<file path="config.mk">
export PLATFORM = sky130hd
export DESIGN_NAME = multicycle_controller
export DESIGN_NICKNAME = d
export VERILOG_FILES = /design/src/rtl/mc_ctrl_pkg.sv /design/src/rtl/multicycle_controller_alu_decoder.sv /design/src/rtl/multicycle_controller.sv
export SDC_FILE = /design/constraint.sdc
export NUM_CORES = 1
export LEC_CHECK = 0
export CAP_MARGIN = 20
export CORE_MARGIN = 5
export CORE_UTILIZATION = 28
export CTS_CLUSTER_SIZE = 8
export DETAILED_ROUTE_END_ITERATION = 12
export PLACE_DENSITY = 0.76
export SYNTH_ARGS = -nofsm -noshare
export SYNTH_HDL_FRONTEND = slang
export SYNTH_SLANG_ARGS = --single-unit
</file>
<file path="constraint.sdc">
create_clock -name clk -period 1.8 [get_ports clk]
set_input_delay 0.36 -clock clk [delete_from_list [all_inputs] [get_ports clk]]
set_output_delay 0.36 -clock clk [all_outputs]
set_load 0.1 [all_outputs]
</file>
<file path="src/rtl/mc_ctrl_pkg.sv">
// Shared types and encodings for the multicycle ARM control FSM and its ALU decoder.
// Latency: none (definitions only). Backpressure: n/a.
package mc_ctrl_pkg;

    typedef enum logic [3:0] {
        S_FETCH    = 4'd0,
        S_DECODE   = 4'd1,
        S_MEMADR   = 4'd2,
        S_MEMREAD  = 4'd3,
        S_MEMWB    = 4'd4,
        S_MEMWRITE = 4'd5,
        S_EXECUTER = 4'd6,
        S_EXECUTEI = 4'd7,
        S_ALUWB    = 4'd8,
        S_BRANCH   = 4'd9,
        S_BRLINK   = 4'd10
    } state_t;

    localparam logic [1:0] SRCA_RN     = 2'b00;
    localparam logic [1:0] SRCA_PC     = 2'b01;
    localparam logic [1:0] SRCA_ALUOUT = 2'b10;

    localparam logic [1:0] SRCB_RM     = 2'b00;
    localparam logic [1:0] SRCB_IMM    = 2'b01;
    localparam logic [1:0] SRCB_FOUR   = 2'b10;

    localparam logic [1:0] RES_ALUOUT    = 2'b00;
    localparam logic [1:0] RES_DATA      = 2'b01;
    localparam logic [1:0] RES_ALURESULT = 2'b10;
    localparam logic [1:0] RES_PC        = 2'b11;

    localparam logic [3:0] ALU_ADD = 4'b0100;
    localparam logic [3:0] ALU_SUB = 4'b0010;

    localparam logic [2:0] SH_LSL = 3'b000;
    localparam logic [2:0] SH_LSR = 3'b001;
    localparam logic [2:0] SH_ASR = 3'b010;
    localparam logic [2:0] SH_ROR = 3'b011;
    localparam logic [2:0] SH_RRX = 3'b100;

    // sh_field is instr[11:4]: shamt5, sh type, register-shift flag.
    // ROR by immediate zero is the architectural encoding of RRX.
    function automatic logic [2:0] shift_decode(input logic [7:0] sh_field);
        logic [2:0] op;
        op = {1'b0, sh_field[2:1]};
        if (sh_field[2:1] == 2'b11 && !sh_field[0] && sh_field[7:3] == 5'd0) begin
            op = SH_RRX;
        end
        return op;
    endfunction

endpackage

</file>
<file path="src/rtl/multicycle_controller_alu_decoder.sv">
// Data-processing decode: Funct/Src2 to ALUControl, FlagW and ShiftOp; ADD/no-flags when idle.
// Latency: combinational. Backpressure: none.
module alu_decoder
    import mc_ctrl_pkg::*;
(
    input  logic        ALUOp,
    input  logic        ShiftEn,
    input  logic [5:0]  Funct,
    input  logic [11:0] Src2,
    output logic [3:0]  ALUControl,
    output logic [1:0]  FlagW,
    output logic [2:0]  ShiftOp
);

    logic [3:0] cmd;
    logic       unused_bits;

    assign cmd         = Funct[4:1];
    assign unused_bits = Funct[5] ^ (^Src2[3:0]);

    always_comb begin
        ALUControl = ALU_ADD;
        FlagW      = 2'b00;
        ShiftOp    = SH_LSL;
        if (ALUOp) begin
            ALUControl = cmd;
            FlagW[1]   = Funct[0];
            // cmd[3] only separates the compare forms (TST/CMP) from AND/SUB,
            // so the compares update C/V exactly like their base operations.
            FlagW[0]   = Funct[0] & ((cmd[2:0] == 3'b000) | (cmd[2:0] == 3'b010));
            if (ShiftEn) begin
                ShiftOp = shift_decode(Src2[11:4]);
            end
        end
    end

endmodule

</file>
<file path="src/rtl/multicycle_controller.sv">
// Multicycle ARM control FSM (3-5 cycles/instr); optional BL link state via MCCTRL_BRANCH_LINK_EN.
// Latency: outputs combinational from state and inputs; one state per clk.
// Backpressure: holds in FETCH/MEMREAD/MEMWRITE until MemReady.
module multicycle_controller
    import mc_ctrl_pkg::*;
(
    input  logic        clk,
    input  logic        reset,
    input  logic [1:0]  Op,
    input  logic [5:0]  Funct,
    input  logic [3:0]  Rd,
    input  logic [11:0] Src2,
    input  logic        MemReady,
    output logic        IRWrite,
    output logic        AdrSrc,
    output logic [1:0]  ALUSrcA,
    output logic [1:0]  ALUSrcB,
    output logic [1:0]  ResultSrc,
    output logic [1:0]  ImmSrc,
    output logic [1:0]  RegSrc,
    output logic        NextPC,
    output logic        RegW,
    output logic        MemW,
    output logic        PCS,
    output logic [3:0]  ALUControl,
    output logic [1:0]  FlagW,
    output logic [2:0]  ShiftOp,
    output logic        Undef,
    output logic [3:0]  State
`ifdef MCCTRL_BRANCH_LINK_EN
    ,
    output logic        LinkW
`endif
);

    state_t state_q, state_d;
    logic   alu_op;
    logic   shift_en;
    logic   rd_is_pc;

    assign rd_is_pc = (Rd == 4'hF);

    always_ff @(posedge clk or posedge reset) begin
        if (reset) begin
            state_q <= S_FETCH;
        end else begin
            state_q <= state_d;
        end
    end

    always_comb begin
        state_d   = state_q;
        IRWrite   = 1'b0;
        AdrSrc    = 1'b0;
        ALUSrcA   = SRCA_RN;
        ALUSrcB   = SRCB_RM;
        ResultSrc = RES_ALUOUT;
        NextPC    = 1'b0;
        RegW      = 1'b0;
        MemW      = 1'b0;
        PCS       = 1'b0;
        Undef     = 1'b0;
        alu_op    = 1'b0;
        shift_en  = 1'b0;
`ifdef MCCTRL_BRANCH_LINK_EN
        LinkW     = 1'b0;
`endif
        case (state_q)
            S_FETCH: begin
                ALUSrcA   = SRCA_PC;
                ALUSrcB   = SRCB_FOUR;
                ResultSrc = RES_ALURESULT;
                IRWrite   = MemReady;
                NextPC    = MemReady;
                if (MemReady) begin
                    state_d = S_DECODE;
                end
            end
            S_DECODE: begin
                // PC+8 lands in ALUOut for later use as the R15 read value
                ALUSrcA = SRCA_PC;
                ALUSrcB = SRCB_FOUR;
                case (Op)
                    2'b01:   state_d = S_MEMADR;
                    2'b00:   state_d = Funct[5] ? S_EXECUTEI : S_EXECUTER;
                    2'b10: begin
`ifdef MCCTRL_BRANCH_LINK_EN
                        state_d = Funct[4] ? S_BRLINK : S_BRANCH;
`else
                        state_d = S_BRANCH;
`endif
                    end
                    default: begin
                        Undef   = 1'b1;
                        state_d = S_FETCH;
                    end
                endcase
            end
            S_MEMADR: begin
                ALUSrcB = SRCB_IMM;
                state_d = Funct[0] ? S_MEMREAD : S_MEMWRITE;
            end
            S_MEMREAD: begin
                AdrSrc = 1'b1;
                if (MemReady) begin
                    state_d = S_MEMWB;
                end
            end
            S_MEMWB: begin
                ResultSrc = RES_DATA;
                RegW      = 1'b1;
                PCS       = rd_is_pc;
                state_d   = S_FETCH;
            end
            S_MEMWRITE: begin
                AdrSrc = 1'b1;
                MemW   = 1'b1;
                if (MemReady) begin
                    state_d = S_FETCH;
                end
            end
            S_EXECUTER: begin
                ALUSrcB  = SRCB_RM;
                alu_op   = 1'b1;
                shift_en = 1'b1;
                state_d  = S_ALUWB;
            end
            S_EXECUTEI: begin
                ALUSrcB = SRCB_IMM;
                alu_op  = 1'b1;
                state_d = S_ALUWB;
            end
            S_ALUWB: begin
                // TST/TEQ/CMP/CMN only set flags
                ResultSrc = RES_ALUOUT;
                RegW      = (Funct[4:3] != 2'b10);
                PCS       = (Funct[4:3] != 2'b10) & rd_is_pc;
                state_d   = S_FETCH;
            end
            S_BRANCH: begin
                ALUSrcA   = SRCA_ALUOUT;
                ALUSrcB   = SRCB_IMM;
                ResultSrc = RES_ALURESULT;
                PCS       = 1'b1;
                state_d   = S_FETCH;
            end
`ifdef MCCTRL_BRANCH_LINK_EN
            S_BRLINK: begin
                // writes the return address into R14 before the branch target
                ResultSrc = RES_PC;
                RegW      = 1'b1;
                LinkW     = 1'b1;
                state_d   = S_BRANCH;
            end
`endif
            default: begin
                state_d = S_FETCH;
            end
        endcase
    end

    alu_decoder u_alu_decoder (
        .ALUOp      (alu_op),
        .ShiftEn    (shift_en),
        .Funct      (Funct),
        .Src2       (Src2),
        .ALUControl (ALUControl),
        .FlagW      (FlagW),
        .ShiftOp    (ShiftOp)
    );

    assign ImmSrc = Op;
    assign RegSrc = {(Op == 2'b01), (Op == 2'b10)};
    assign State  = state_q;

endmodule
</file>
==> metrics.log, run 1 <==
[metrics] Inserted Clock Buffers: 3
[metrics] CTS max path bufs: 2
[metrics] worst endpoint type: top-level output
[metrics] starting density of the core: 28.9%
[metrics] top cells by count, synth: 9 x a21oi_1, 9 x nor2_1, 8 x nor3_1
[metrics] width of the chip: 54.5 µm
[metrics] share of Yosys cell area claimed by the top area cell type: 18.0%
[metrics] number of port buffers: 52
[metrics] number of distinct standard cells referenced by the synthesized netlist: 28
[metrics] most instantiated flip-flop cell in the synthesis netlist: dfrtp_1
[metrics] detailed placement HPWL: 2.49 mm
[metrics] synthesized cell area: about 560 µm²
[metrics] placement row count: 16
[metrics] gp weighted congestion: 0.747
[metrics] error that ended the run: [ERROR DPL-0038] Utilization greater than 100%, impossible to legalize
[metrics] critical endpoint after global-route timing repair: ALUSrcA[1]
[metrics] leading post-synthesis cells by cell area: dfrtp_1 18%, a21oi_1 8.1%, nor3_1 7.2%, nor2_1 6.1%, nor2b_1 5.6%
[metrics] H-Tree Level Count: 1
[metrics] post-placement setup slack: -0.424 ns
[metrics] synthesis warning total: 0
[metrics] Die Height: 54.5 µm
[metrics] CTS sink cnt: 4
[metrics] flops & latches, synth: 4
[metrics] library cell with the largest summed area after synthesis: dfrtp_1
[metrics] largest net degree at the start of global routing: 14
[metrics] number of enable-type register cells in the synthesized netlist: 0
[metrics] Syn Area/Cell: between 6 and 7 µm²
[metrics] post-placement cell area: between 0.0015 and 0.002 mm²
[metrics] stage where the run ended: 5_1_grt
[metrics] net count of the mapped netlist: 113
[metrics] register area share after synthesis: 18.0%
[metrics] clk root buf: clkbuf_4
[metrics] fraction of registers with async set/reset: 100%
[metrics] # IOs: 57
[metrics] outcome: stopped before the end
[metrics] Cells after Synth: 86
[what timing repair did]
item | in CTS
resized for setup | 40
hold buffers | 0
setup buffers | 6
setup endpoints to repair | 16
pin swaps | 14
[metrics by stage]
| step | std cells | hold slack, ns | TNS (ns) |
|---|---|---|---|
| 4_1_cts | 175 | 0.326 | -1.30 |
| 3_5_place_dp | 166 | 0.575 | -1.66 |
| 3_3_place_gp | 166 | 0.555 | -1.53 |
| 2_1_floorplan | 86 | 0.126 | -6.23 |
[logic make-up after synthesis]
group,Yosys count,share of synthesized area [%]
mux,1,1.80
compound gates,18,18.0
simple gates,46,46.4
flops,4,18.0
xor+xnor,1,1.58
buf+inv,16,14.2
==> run 2, diff against run 1 <==
- CORE_AREA: unset -> 5 5 66 68
- CORE_MARGIN: 5 -> unset
- CORE_UTILIZATION: 28 -> unset
- CTS_CLUSTER_SIZE: 8 -> unset
- DIE_AREA: unset -> 0 0 71 73
- PLACE_DENSITY: 0.76 -> unset
- PLACE_DENSITY_LB_ADDON: unset -> 0.15
==> metrics.log, run 2 <==
[metrics] number of enable-type register cells in the synthesized netlist: 0
[metrics] number of distinct standard cells referenced by the synthesized netlist: 28
[metrics] sort of element at the start of the critical path: flip-flop
[metrics] Die Height: 73 µm
[metrics] most instantiated flip-flop cell in the synthesis netlist: dfrtp_1
[metrics] top cells by count, synth: 9 x a21oi_1, 9 x nor2_1, 8 x nor3_1
[metrics] library cell with the largest summed area after synthesis: dfrtp_1
[metrics] violations in the final reports: setup timing
[metrics] highest clock rate: roughly 0.53 GHz
[metrics] leading cell type in the layout, fill and taps excluded: buf_12
[metrics] total core area: 0.00380 mm²
[metrics] number of port buffers: 52
[metrics] Relative slew margins: 82.8%
[metrics] number of failing hold endpoints at the final stage: 0
[metrics] global-route wire length before repair: 4.62 mm
[metrics] register area share after synthesis: 18.0%
[metrics] Worst Hold Slack: 0.338 ns
[metrics] vias: 877
[metrics] final wirelength: approximately 2.8 mm
[metrics] clk_lat worst skew: 0.21 ns
[metrics] final core area utilization: about 53%
[metrics] setup tns final: -0.389 ns
[metrics] detailed placement HPWL: 2.22 mm
[metrics] H-Tree Level Count: 1
[metrics] detail-routed via count per cell: 4.22
[metrics] Cells after Synth: 86
[metrics] type of the most critical hold path: in -> async
[metrics] first-pass detailed-route iteration total: 4
[metrics] outcome: complete, but fails checks
[metrics] Overflow after GRT: 0
[metrics] final period utilization: 105%
[metrics] cell count after placement: 194
[metrics] leading post-synthesis cells by cell area: dfrtp_1 18%, a21oi_1 8.1%, nor3_1 7.2%, nor2_1 6.1%, nor2b_1 5.6%
[metrics] final standard cell count with taps included and fillers excluded: 208
[metrics] setup violators final: 8
[metrics] initial DRC count: 25
[metrics] antenna diode instance count: 0
[metrics] time the final worst path needs with I/O delays and setup: 1.89 ns
[metrics] Sw Share: 56.4%
[metrics] number of flip-flops in the largest register: 4
[metrics] placement row count: 23
[metrics] # IOs: 57
[metrics] net count of the mapped netlist: 113
[metrics] largest net degree at the start of global routing: 12
[metrics] least setup slack across all paths after layout: -0.0936 ns
[metrics] gp weighted congestion: 0.707
[metrics] CTS max path bufs: 2
[metrics] first element of the critical path: State[2]$_DFFE_PP0P_
[metrics] post-detailed-route wirelength per cell: 13.5 µm
[metrics] main combinational cell family by area after synthesis: simple AND/OR/NAND/NOR gates
[metrics] max capacitance violation total: 0
[metrics] count of hold-fix buffers inserted at cts: 0
[metrics] fraction of registers with async set/reset: 100%
[metrics] Area growth, synth to finish: 263%
[metrics] fraction of power consumed by combinational cells: between 80% and 90%
[metrics] adder and majority gate portion of the synthesized area: 0%
[metrics] synthesized cell area: 556 µm²
[metrics] flops & latches, synth: 4
[metrics] starting density of the core: 14.6%
[metrics] slowest stage delay, CP: ~0.5 ns
[metrics] series of cell instances along the critical path: nand2_4 > or3_4 > nor3_4 > buf_12
[metrics] Buf/Inv on CP: 1
[metrics] multiplexer share of the synthesized area: 1.80%
[metrics] Total Power Consumption: 3.50 mW
[metrics] Leak Pwr: between 0.7 and 0.8 nW
[metrics] width of the chip: roughly 70 µm
[metrics] maximum vdd ir drop: 1.07 mV
[metrics] synthesis warning total: 0
[metrics] complex-gate fraction of the synthesized area: between 10% and 20%
[metrics] post-synthesis share of cell area spent on xor and xnor gates: about 1.6%
[metrics] vias in the first global route: approximately 940
[metrics] initial antenna violation count: 0
[metrics] ANT nets after route: 0
[metrics] fraction of final layout cells sized beyond drive strength 1: 67.7%
[metrics] CTS tree: done
[metrics] data required time of the critical path: 1.44 ns
[metrics] Inserted Clock Buffers: 3
[metrics] clk root buf: clkbuf_8
[metrics] Crit-path slowest cell: dfrtp_4
[metrics] Syn Area/Cell: around 6.5 µm²
[metrics] RSZ-0062 raised after global routing: true
[metrics] kind of end point of the critical path: output pin
[metrics] Max Slew Vio Count: 0
[metrics] CTS sink cnt: 4
[metrics] Int Power: 1.53 mW
[metrics] clock edge transition at the registers on the reported setup and hold paths: 0.03 ns
[metrics] Max Clock Skew: just under 0.0005 ns
[metrics] power density over the cells: between 1500 and 2000 mW/mm²
[metrics] part of the total power dissipated in sequential elements: 6.7%
[metrics] Critical R2R Launch: State[3]$_DFFE_PP0P_
[metrics] number of nets in the layout: between 150 and 200
[metrics] simple-gate portion of the synthesized area: about 46%
[metrics] actual transition at the worst max-transition pin: about 0.25 ns
[metrics] most frequent cells in the layout: 32 x buf_12, 16 x clkdlybuf4s50_1, 14 x buf_4, 9 x buf_6
[metrics] post-detailed-route DRC marker count: 0
[metrics] share of Yosys cell area claimed by the top area cell type: 18.0%
[metrics] classification of the worst setup path: reg -> out
[metrics] proportion of power drawn by the clock network: between 5 and 6%
[metrics] die area: ~0.0052 mm²
[metrics] Max FO, Critical Path: 6
[metrics] data arrival time of the critical path: approximately 1.5 ns
[metrics] GRT Util Overall: 11.0%
[metrics] net switching power: 1.97 mW
[metrics] cell family with most CP delay: simple AND/OR/NAND/NOR gates
run 2: cell counts after synthesis:
No cell type changed its count.
run 2: worst register-to-register path, stage by stage (launching register included):
cell and delay (ns):
dfrtp_4 0.53, buf_12 0.16, nand2b_4 0.15, nor4_1 0.19, a21oi_1 0.06, o21ai_0 0.17
run 2: path summary, 6_finish.rpt:
path,cells past startpoint,slack [ns],to
min in group clk,2,0.75,State[1]$_DFFE_PP0P_
min reg2reg,2,0.75,State[1]$_DFFE_PP0P_
max,4,-0.09,FlagW[0]
min,2,0.34,State[1]$_DFFE_PP0P_
max reg2reg,5,0.44,State[2]$_DFFE_PP0P_
max in group asynchronous,2,1.29,State[0]$_DFFE_PP0P_
run 2: power groups by stage:
| stage | clock (mW) | sequential, mW | combinational, mW |
|---|---|---|---|
| CTS | 0.191 | 0.236 | 3.03 |
| detailed placement | 0 | 0.224 | 2.71 |
| floorplan | 0 | 0.405 | 1.60 |
| global placement | 0 | 0.225 | 2.70 |
| global route | 0.200 | 0.242 | 3.18 |
| finish | 0.188 | 0.236 | 3.08 |
run 2: repair_timing:
item                       CTS  global route
cloned                       1             0
pin swaps                   13            11
setup endpoints to repair   21            22
setup buffers                7             3
resized for setup           44             4
run 2: logic make-up (layout without fill, tap and decap cells):
logic type,after synthesis,after routing
simple gates,46,46
compound gates,18,18
buf+inv,16,88
flops,4,4
xor+xnor,1,1
mux,1,1
run 2: layer usage:
layer	vias to the layer above	global-route usage (%)	wire length (µm)
li1	441	-	-
met1	400	12.5	1040
met2	34	20.9	1590
met3	2	2.48	155
met4	0	2.51	24
met5	-	0	0
run 2: layout make-up:
class / instances / area, µm²
fill: 334 / 1780
timing repair buffer: 79 / 1110
multi-input combinational: 66 / 662
sequential: 4 / 115
tap: 50 / 62.6
clock buffer: 3 / 41.3
inverter: 6 / 30.0
run 2: through the flow:
| step | setup slack, ns | area (µm²) |
|---|---|---|
| after floorplan | -0.768 | 803 |
| after global placement | -0.409 | 1730 |
| after detailed placement | -0.425 | 1730 |
| after CTS | -0.156 | 1970 |
| after global routing | -0.155 | 2020 |
| final | -0.0936 | 2020 |
(Power assumes the default switching activity.)
==> run 3, diff against run 2 <==
==> constraint.sdc (replaced) <==
create_clock -name clk -period 1.8 [get_ports clk]
set_input_delay 0.54 -clock clk [delete_from_list [all_inputs] [get_ports clk]]
set_output_delay 0.54 -clock clk [all_outputs]
set_load 0.1 [all_outputs]
==> metrics.log, run 3 (same netlist as run 2, synthesis figures left out) <==
[metrics] outcome: complete, but fails checks
[metrics] violations in the final reports: setup timing
[metrics] global-route wire length before repair: 4.82 mm
[metrics] classification of the worst setup path: in -> out
[metrics] Max Slew Vio Count: 0
[metrics] RSZ-0062 raised after global routing: true
[metrics] Critical R2R Launch: State[2]$_DFFE_PP0P_
[metrics] CTS sink cnt: 4
[metrics] first-pass detailed-route iteration total: 4
[metrics] Overflow after GRT: 0
[metrics] post-detailed-route wirelength per cell: 12.8 µm
[metrics] detail-routed via count per cell: 4.40
[metrics] starting density of the core: roughly 15%
[metrics] Leak Pwr: 0.890 nW
[metrics] post-placement setup slack: -0.793 ns
[metrics] first element of the critical path: Src2[10]
[metrics] final wirelength: 2.86 mm
[metrics] post-detailed-route DRC marker count: 0
[metrics] initial antenna violation count: 0
[metrics] maximum vdd ir drop: about 0.95 mV
[metrics] total core area: 0.00380 mm²
[metrics] Non-Filler Cell Area, Final: 0.00215 mm²
[metrics] Worst R2R Setup Slack: 0.24 ns
[metrics] number of nets in the layout: 203
[metrics] Relative slew margins: 81.0%
[metrics] most frequent cells in the layout: 31 x buf_12, 23 x buf_4, 20 x buf_6, 8 x clkdlybuf4s50_1
[metrics] clk root buf: clkbuf_8
[metrics] final standard cell count with taps included and fillers excluded: 224
[metrics] detailed placement HPWL: 2.16 mm
[metrics] leading cell type in the layout, fill and taps excluded: buf_12
[metrics] time the final worst path needs with I/O delays and setup: 2.26 ns
[metrics] number of port buffers: 52
[metrics] width of the chip: 71 µm
[metrics] clock edge transition at the registers on the reported setup and hold paths: around 0.030 ns
[metrics] setup violators final: 23
[metrics] setup tns final: -5.01 ns
[metrics] antenna diode instance count: 0
[metrics] Max FO, Critical Path: 2
[metrics] endpoint of the lowest-slack register-to-register path: State[2]$_DFFE_PP0P_
[metrics] post-placement cell area: 0.00185 mm²
[metrics] largest net degree at the start of global routing: 12
[metrics] cell count after placement: roughly 210
[metrics] CTS max path bufs: 2
[metrics] actual transition at the worst max-transition pin: 0.282 ns
[metrics] ANT nets after route: 0
[metrics] Area growth, synth to finish: 288%
[metrics] least setup slack across all paths after layout: -0.460 ns
[metrics] GRT Util Overall: 11.4%
[metrics] initial DRC count: 7
[metrics] vias in the first global route: 1078
[metrics] clk_lat worst skew: between 0.2 and 0.25 ns
[metrics] vias: approximately 990
[metrics] r2r worst-path depth: 7
[metrics] fraction of final layout cells sized beyond drive strength 1: between 70% and 80%
[metrics] H-Tree Level Count: 1
[metrics] # IOs: 57
[metrics] power density over the cells: around 1700 mW/mm²
[metrics] CTS tree: done
[metrics] die area: 0.00518 mm²
[metrics] FILL cells: 336
[metrics] sort of element at the start of the critical path: input port
[metrics] placement row count: 23
[metrics] data required time of the critical path: 1.26 ns
[metrics] endpoint of the most critical setup path: ShiftOp[2]
[metrics] number of flip-flops in the largest register: 4
[metrics] final period utilization: 126%
[metrics] kind of end point of the critical path: output pin
[metrics] final core area utilization: 56.7%
[metrics] data arrival time of the critical path: 1.72 ns
[metrics] max capacitance violation total: 0
[metrics] highest clock rate: 0.443 GHz
[metrics] Die Height: 73 µm
[metrics] number of failing hold endpoints at the final stage: 0
[metrics] Max Clock Skew: between 0.002 and 0.003 ns
[metrics] type of the most critical hold path: in -> async
[metrics] gp weighted congestion: 0.820
[metrics] Inserted Clock Buffers: 3
==> run 3: cell types whose count changed in the layout (fill, tap and decap cells not counted), sizes merged <==
cell / before / now
buf: 59 / 79
bufbuf: 1 / 0
clkdlybuf4s15: 1 / 2
clkdlybuf4s50: 16 / 8
dlygate4sd2: 2 / 6
==> run 3: worst min-delay path by stage <==
stage | from | cells past startpoint | end
after floorplan | reset | 1 | State[0]$_DFFE_PP0P_
final | reset | 2 | State[2]$_DFFE_PP0P_
after global placement | State[3]$_DFFE_PP0P_ | 2 | State[3]$_DFFE_PP0P_
after global routing | reset | 2 | State[2]$_DFFE_PP0P_
after CTS | reset | 2 | State[2]$_DFFE_PP0P_
after detailed placement | State[3]$_DFFE_PP0P_ | 2 | State[3]$_DFFE_PP0P_
==> run 3: layout make-up <==
cell class,count,area (µm²),area share (%)
Timing Repair Buffer,95,1210,56.0
Multi-Input combinational cell,66,698,32.4
Sequential cell,4,115,5.34
Tap cell,50,62.6,2.90
Clock buffer,3,41.3,1.92
Inverter,6,30.0,1.39
==> run 3: power by group <==
| group | leakage [nW] | internal, mW | switching [mW] |
|---|---|---|---|
| Clock | 0.0216 | 0.143 | 0.0461 |
| Combinational | 0.822 | 1.33 | 1.88 |
| Sequential | 0.0459 | 0.145 | 0.0706 |
| Total | 0.890 | 1.62 | 2.00 |
==> run 3: through the flow <==
stage,hold WS [ns],total power [mW]
3_3_place_gp,0.707,3.05
5_1_grt,0.527,3.76
6_report,0.503,3.62
3_5_place_dp,0.713,3.06
4_1_cts,0.507,3.53
2_1_floorplan,0.306,2.01
==> run 3: routing by layer <==
metal	part of all wire (%)	global-route usage (%)	up-vias
met5	0	0	-
met4	0.66	3.13	0
met3	8.1	3.99	2
met2	55	20.7	49
met1	36	12.5	464
li1	-	-	471
==> run 3: worst max-delay path, cell delays in order <==
cell	delay, ns
buf_6	0.09
or4_4	0.53
nor3_4	0.17
nand2_2	0.09
nor2_4	0.11
buf_12	0.18
==> run 3: what timing repair did <==
action / 4_1_cts / 5_1_grt
buffers inserted: 9 / 4
endpoints found under the setup margin: 26 / 24
gates resized for setup: 71 / 12
hold buffers: 0 / 0
pin swaps: 21 / 18
